--- src/rtl/sb_tx_fifo.sv ---
// Sideband TX FIFO: buffers 64-bit encoded packets, supports retracting the last write,
// and pops on a rising edge of the serializer done level. Option macro: SB_TX_FIFO_ZERO_DROP_EN.
module sb_tx_fifo #(
    parameter int unsigned DEPTH = 4,
    parameter int unsigned WIDTH = 64
) (
    input  logic             i_clk,
    input  logic             i_rst_n,
    input  logic             i_write_en,
    input  logic [WIDTH-1:0] i_data,
    input  logic             i_delete_data,
    input  logic             i_ser_done,
    output logic             o_fifo_full,
    output logic             o_fifo_empty,
    output logic             o_ser_valid,
    output logic [WIDTH-1:0] o_fifo_data,
    output logic             o_ser_done_sampled,
    output logic             o_dont_send_zeros
);

    localparam int unsigned PTR_W = $clog2(DEPTH);
    localparam int unsigned CNT_W = PTR_W + 1;

    logic [WIDTH-1:0] mem_q [DEPTH];
    logic [PTR_W-1:0] wr_ptr_q, wr_ptr_d;
    logic [PTR_W-1:0] rd_ptr_q, rd_ptr_d;
    logic [CNT_W-1:0] count_q, count_d;
    logic             del_ok_q, del_ok_d;
    logic             done_d1_q;
    logic             pop_q, pop_d;

    logic             full, empty, zero_head, del_elig, head_avail;
    logic             wr_en, grow, shrink;
    logic [PTR_W-1:0] wr_addr;

    assign full        = (count_q == CNT_W'(DEPTH));
    assign empty       = (count_q == '0);
    assign o_fifo_data = mem_q[rd_ptr_q];

`ifdef SB_TX_FIFO_ZERO_DROP_EN
    assign zero_head = !empty && (o_fifo_data == '0);
`else
    assign zero_head = 1'b0;
`endif

    assign o_fifo_full        = full;
    assign o_fifo_empty       = empty;
    assign o_dont_send_zeros  = zero_head;
    assign o_ser_valid        = !empty && !zero_head;
    assign o_ser_done_sampled = pop_q;

    // An entry already being popped this cycle must not be counted as a fresh head.
    assign head_avail = pop_q ? (count_q >= CNT_W'(2)) : !empty;
    assign del_elig   = i_delete_data && (count_q >= CNT_W'(2)) && del_ok_q;

    always_comb begin
        wr_ptr_d = wr_ptr_q;
        del_ok_d = del_ok_q;
        wr_en    = 1'b0;
        wr_addr  = wr_ptr_q;
        grow     = 1'b0;
        shrink   = 1'b0;
        if (i_write_en && del_elig) begin
            // Replace: overwrite the retracted slot, occupancy unchanged.
            wr_en   = 1'b1;
            wr_addr = wr_ptr_q - PTR_W'(1);
        end else if (del_elig) begin
            wr_ptr_d = wr_ptr_q - PTR_W'(1);
            del_ok_d = 1'b0;
            shrink   = 1'b1;
        end else if (i_write_en && !full) begin
            wr_en    = 1'b1;
            wr_ptr_d = wr_ptr_q + PTR_W'(1);
            del_ok_d = 1'b1;
            grow     = 1'b1;
        end
        count_d  = count_q + CNT_W'(grow) - CNT_W'(shrink) - CNT_W'(pop_q);
        rd_ptr_d = rd_ptr_q + PTR_W'(pop_q);
        pop_d    = head_avail && ((i_ser_done && !done_d1_q) || (zero_head && !pop_q));
    end

    always_ff @(posedge i_clk or negedge i_rst_n) begin
        if (!i_rst_n) begin
            wr_ptr_q  <= '0;
            rd_ptr_q  <= '0;
            count_q   <= '0;
            del_ok_q  <= 1'b0;
            done_d1_q <= 1'b0;
            pop_q     <= 1'b0;
        end else begin
            wr_ptr_q  <= wr_ptr_d;
            rd_ptr_q  <= rd_ptr_d;
            count_q   <= count_d;
            del_ok_q  <= del_ok_d;
            done_d1_q <= i_ser_done;
            pop_q     <= pop_d;
        end
    end

    // NOTE: the array is reset because the head is visible on o_fifo_data and must read 0 after reset.
    always_ff @(posedge i_clk or negedge i_rst_n) begin
        if (!i_rst_n) begin
            for (int i = 0; i < DEPTH; i++) mem_q[i] <= '0;
        end else if (wr_en) begin
            mem_q[wr_addr] <= i_data;
        end
    end

endmodule

--- config.mk ---
export PLATFORM = sky130hd
export DESIGN_NAME = sb_tx_fifo
export DESIGN_NICKNAME = d
export VERILOG_FILES = /design/src/rtl/sb_tx_fifo.sv
export SDC_FILE = /design/constraint.sdc
export NUM_CORES = 1
export LEC_CHECK = 0
export BUFFER_PORTS_ARGS = -buffer_cell sky130_fd_sc_hd__clkbuf_2
export CORE_MARGIN = 2
export CORE_UTILIZATION = 29
export CTS_CLUSTER_SIZE = 28
export DETAILED_ROUTE_END_ITERATION = 8
export PLACE_DENSITY = 0.43
export SYNTH_ARGS = -nofsm -noshare
export SYNTH_HDL_FRONTEND = slang
export SYNTH_SLANG_ARGS = --single-unit
--- constraint.sdc ---
create_clock -name i_clk -period 2.75 [get_ports i_clk]
set_input_delay 0.275 -clock i_clk [delete_from_list [all_inputs] [get_ports i_clk]]
set_output_delay 0.275 -clock i_clk [all_outputs]
set_load 0.02 [all_outputs]
==> impl_metrics.json <==
{
  "fin_crit_ps": 2580,
  "fmax_mhz": 388,
  "start_util_pct": 29.2,
  "max-cap-violations": 0,
  "final_common_cell": "dfrtp_1",
  "antenna_found_initial": 3,
  "crit_family": "flip-flops",
  "ios": 138,
  "die_x_um": 239,
  "rsz0062_at_grt": "false",
  "finalCritPeriodShare_pct": 93.8,
  "io_buffers": 136,
  "cp.buffers_inverters": 2,
  "synthDominantCellAreaShare_pct": 41.7,
  "track_usage_pct": 22.4,
  "crit_fanout": 31,
  "cts.sinks": 266,
  "dr.pass1.iters": 9,
  "yosys.area_share.xor_xnor_pct": 0.274,
  "viasPerCell": 6.27,
  "yosys-top-cells-area": "dfrtp_1 (42%), mux4_2 (9.0%), o221a_2 (7.8%)",
  "place_area_sq_um": 17500,
  "leakage_nw": 7.34,
  "cts.clk_slew.worst_paths_ps": 50,
  "num_vias": 14800,
  "grt_overflow": 0,
  "hold_violations": 0,
  "drc": 0,
  "ys_seq_elements": 266,
  "worst_slew_pin_slew_ps": 1040,
  "crit_chain": "buf_4 > mux4_2 > clkbuf_2",
  "slew_headroom_pct": 30.6,
  "finish.instance_area_sq_um": 19000,
  "fp.dieH_um": 239,
  "multi_input_area_sq_um": 8480,
  "grt_max_degree": 116,
  "ys_warn_count": 0,
  "syn_inst": 1566,
  "dieArea_sq_um": 57000,
  "regArea_sq_um": 6670,
  "synth_top_family_by_area": "compound AO/OA/AOI/OAI gates",
  "synthToLayoutAreaGrowth_pct": 18.8,
  "slowest_delay_ps": 860,
  "slowest_stage": "dfrtp_4",
  "grt_pass1_wl_um": 97500,
  "ys_seq_area_share_pct": 41.7,
  "synth_flop_cell": "dfrtp_1",
  "status": "complete, no violations",
  "muxShareOfSynthArea_pct": 10.0,
  "grt_pass1_vias": 14800,
  "synth.cell_area_sq_um": 16000,
  "power_mw": 28.9,
  "critPathRequiredTime_ps": 2480,
  "clk_latency_ps": 560,
  "ir_drop_mv": 0.711,
  "htreeDepth": 2,
  "dp_hpwl_um": 33800,
  "avgSynthCellArea_sq_um": 10.2,
  "rows": 86,
  "end_kind": "primary output",
  "synth_fp_nets": 1640,
  "first_iter_violations": 1433,
  "worstSetupPathType": "flip-flop to primary output",
  "cts_setup_buffers": 0,
  "final_cell_mix": "dfrtp_1 (262), clkbuf_2 (134), nand2_1 (125)",
  "arrival_ps": 2300,
  "fillCellCount": 5365,
  "p_per_area_nw_per_um2": 1520,
  "wl_per_cell_um": 27.2,
  "synth-simple-area-share_pct": 15.0,
  "fp.coreArea_sq_um": 54800,
  "setup_viol": 0,
  "tns_ps": 0,
  "place.gp.congestion": 0.758,
  "synth_compound_area_share_pct": 26.9,
  "cts_tree": "built",
  "cts_buffers": 36,
  "finalMaxSlewViolations": 0,
  "insertedDiodeCount": 0,
  "synthArstFlopShare_pct": 100,
  "root_buffer": "clkbuf_16",
  "clk_path_buf_depth": 3,
  "synth_adder_area_share_pct": 0.439,
  "synth_edf_count": 0,
  "yosys.area.top_type": "dfrtp_1",
  "cp-start-kind": "flip-flop",
  "synth_cell_types": 51,
  "nets": 1711,
  "fin_skew_ps": 16.7,
  "hold_path_class": "input pin to flip-flop",
  "totalWireLength_um": 64400,
  "layout-drive-gt1-share_pct": 27.9,
  "ant_nets": 0
}
## worst min-delay path, cell delays in order
cell	delay, ps
clkbuf_2	140
a32oi_1	70
nand2_1	60
## worst paths after layout
check / depth (start not counted) / slack, ps / endpoint / start
worst min register to register: 1 / 400 / o_ser_done_sampled$_DFF_PN0_ / done_d1_q$_DFF_PN0_
worst min-delay path: 3 / 20 / mem_q[54]$_DFFE_PN0P_ / i_data[54]
min in group asynchronous: 2 / 300 / mem_q[119]$_DFFE_PN0P_ / i_rst_n
worst max-delay path: 3 / 170 / o_fifo_data[1] / rd_ptr_q[1]$_DFF_PN0_
max in group asynchronous: 3 / 1560 / mem_q[109]$_DFFE_PN0P_ / i_rst_n
worst max register to register: 5 / 350 / mem_q[232]$_DFFE_PN0P_ / count_q[1]$_DFF_PN0_
## registers in the layout, indices dropped and copies added, names as in the netlist
register	cells
wr_ptr_q	2
count_q	3
mem_q	256
rd_ptr_q	2
del_ok_q	1
o_ser_done_sampled	1
done_d1_q	1
## metal layers
layer	routed length, um	share of wire [%]	track usage, %
met5	41	0.064	0
met4	1880	2.9	7.84
met3	4130	6.4	4.06
met2	29100	45	34.4
met1	29300	45	31.5
## metrics by stage
stage	util, %	instances	worst slack (ps)	hold slack, ps
final	34.7	2366	172	22.0
after CTS	34.7	2366	139	1.32
after global routing	34.7	2366	105	31.4
after global placement	31.9	2272	376	350
after floorplan	-	1566	621	-20.6
after detailed placement	31.9	2272	366	349
## power by group
part | internal, mW | switching (mW)
clock network | 2.87 | 1.97
logic | 6.96 | 9.07
registers | 6.05 | 1.97
total | 15.9 | 13.0
## logic make-up (layout without fill, tap and decap cells)
group,after synthesis,after routing
multiplexers,78,78
XOR/XNOR,5,5
AO/OA/AOI/OAI,506,506
buffers and inverters,199,295
other,1,1
adder cells (fa/ha/maj),5,5
flip-flops,266,266
AND/OR/NAND/NOR,506,506
## area by class of cell
cell class / instances / area share, %
well taps: 704 / 4.64
flip-flops and latches: 266 / 35.1
clock buffers: 51 / 5.58
repair buffers: 222 / 9.11
clock inverters: 12 / 0.659
multi-input cells: 1101 / 44.7
inverters: 10 / 0.211
## what timing repair did
item	4_1_cts	5_1_grt
hold buffers	31	0
gates resized for setup	0	0
endpoints found under the hold margin	100	0
## cell usage after synthesis, types with 2 or more instances
library cell	instances
dfrtp_1	266
nand2_1	129
nor2_1	116
nor3_1	115
o221a_2	111
clkbuf_1	97
o21ai_0	74
a32oi_1	71
buf_2	67
a31oi_1	64
mux4_2	64
o221a_1	60
and3_1	58
o32ai_1	58
nand2b_1	57
o21ai_1	43
nand3_1	21
mux2_2	14
buf_1	9
inv_1	9
buf_4	8
a32o_1	7
buf_6	7
a21oi_1	4
ha_1	4
xnor2_1	4
a21oi_4	2
o211ai_1	2
o211ai_2	2
or3_1	2
Note: power is estimated with default switching activity, not from simulation.
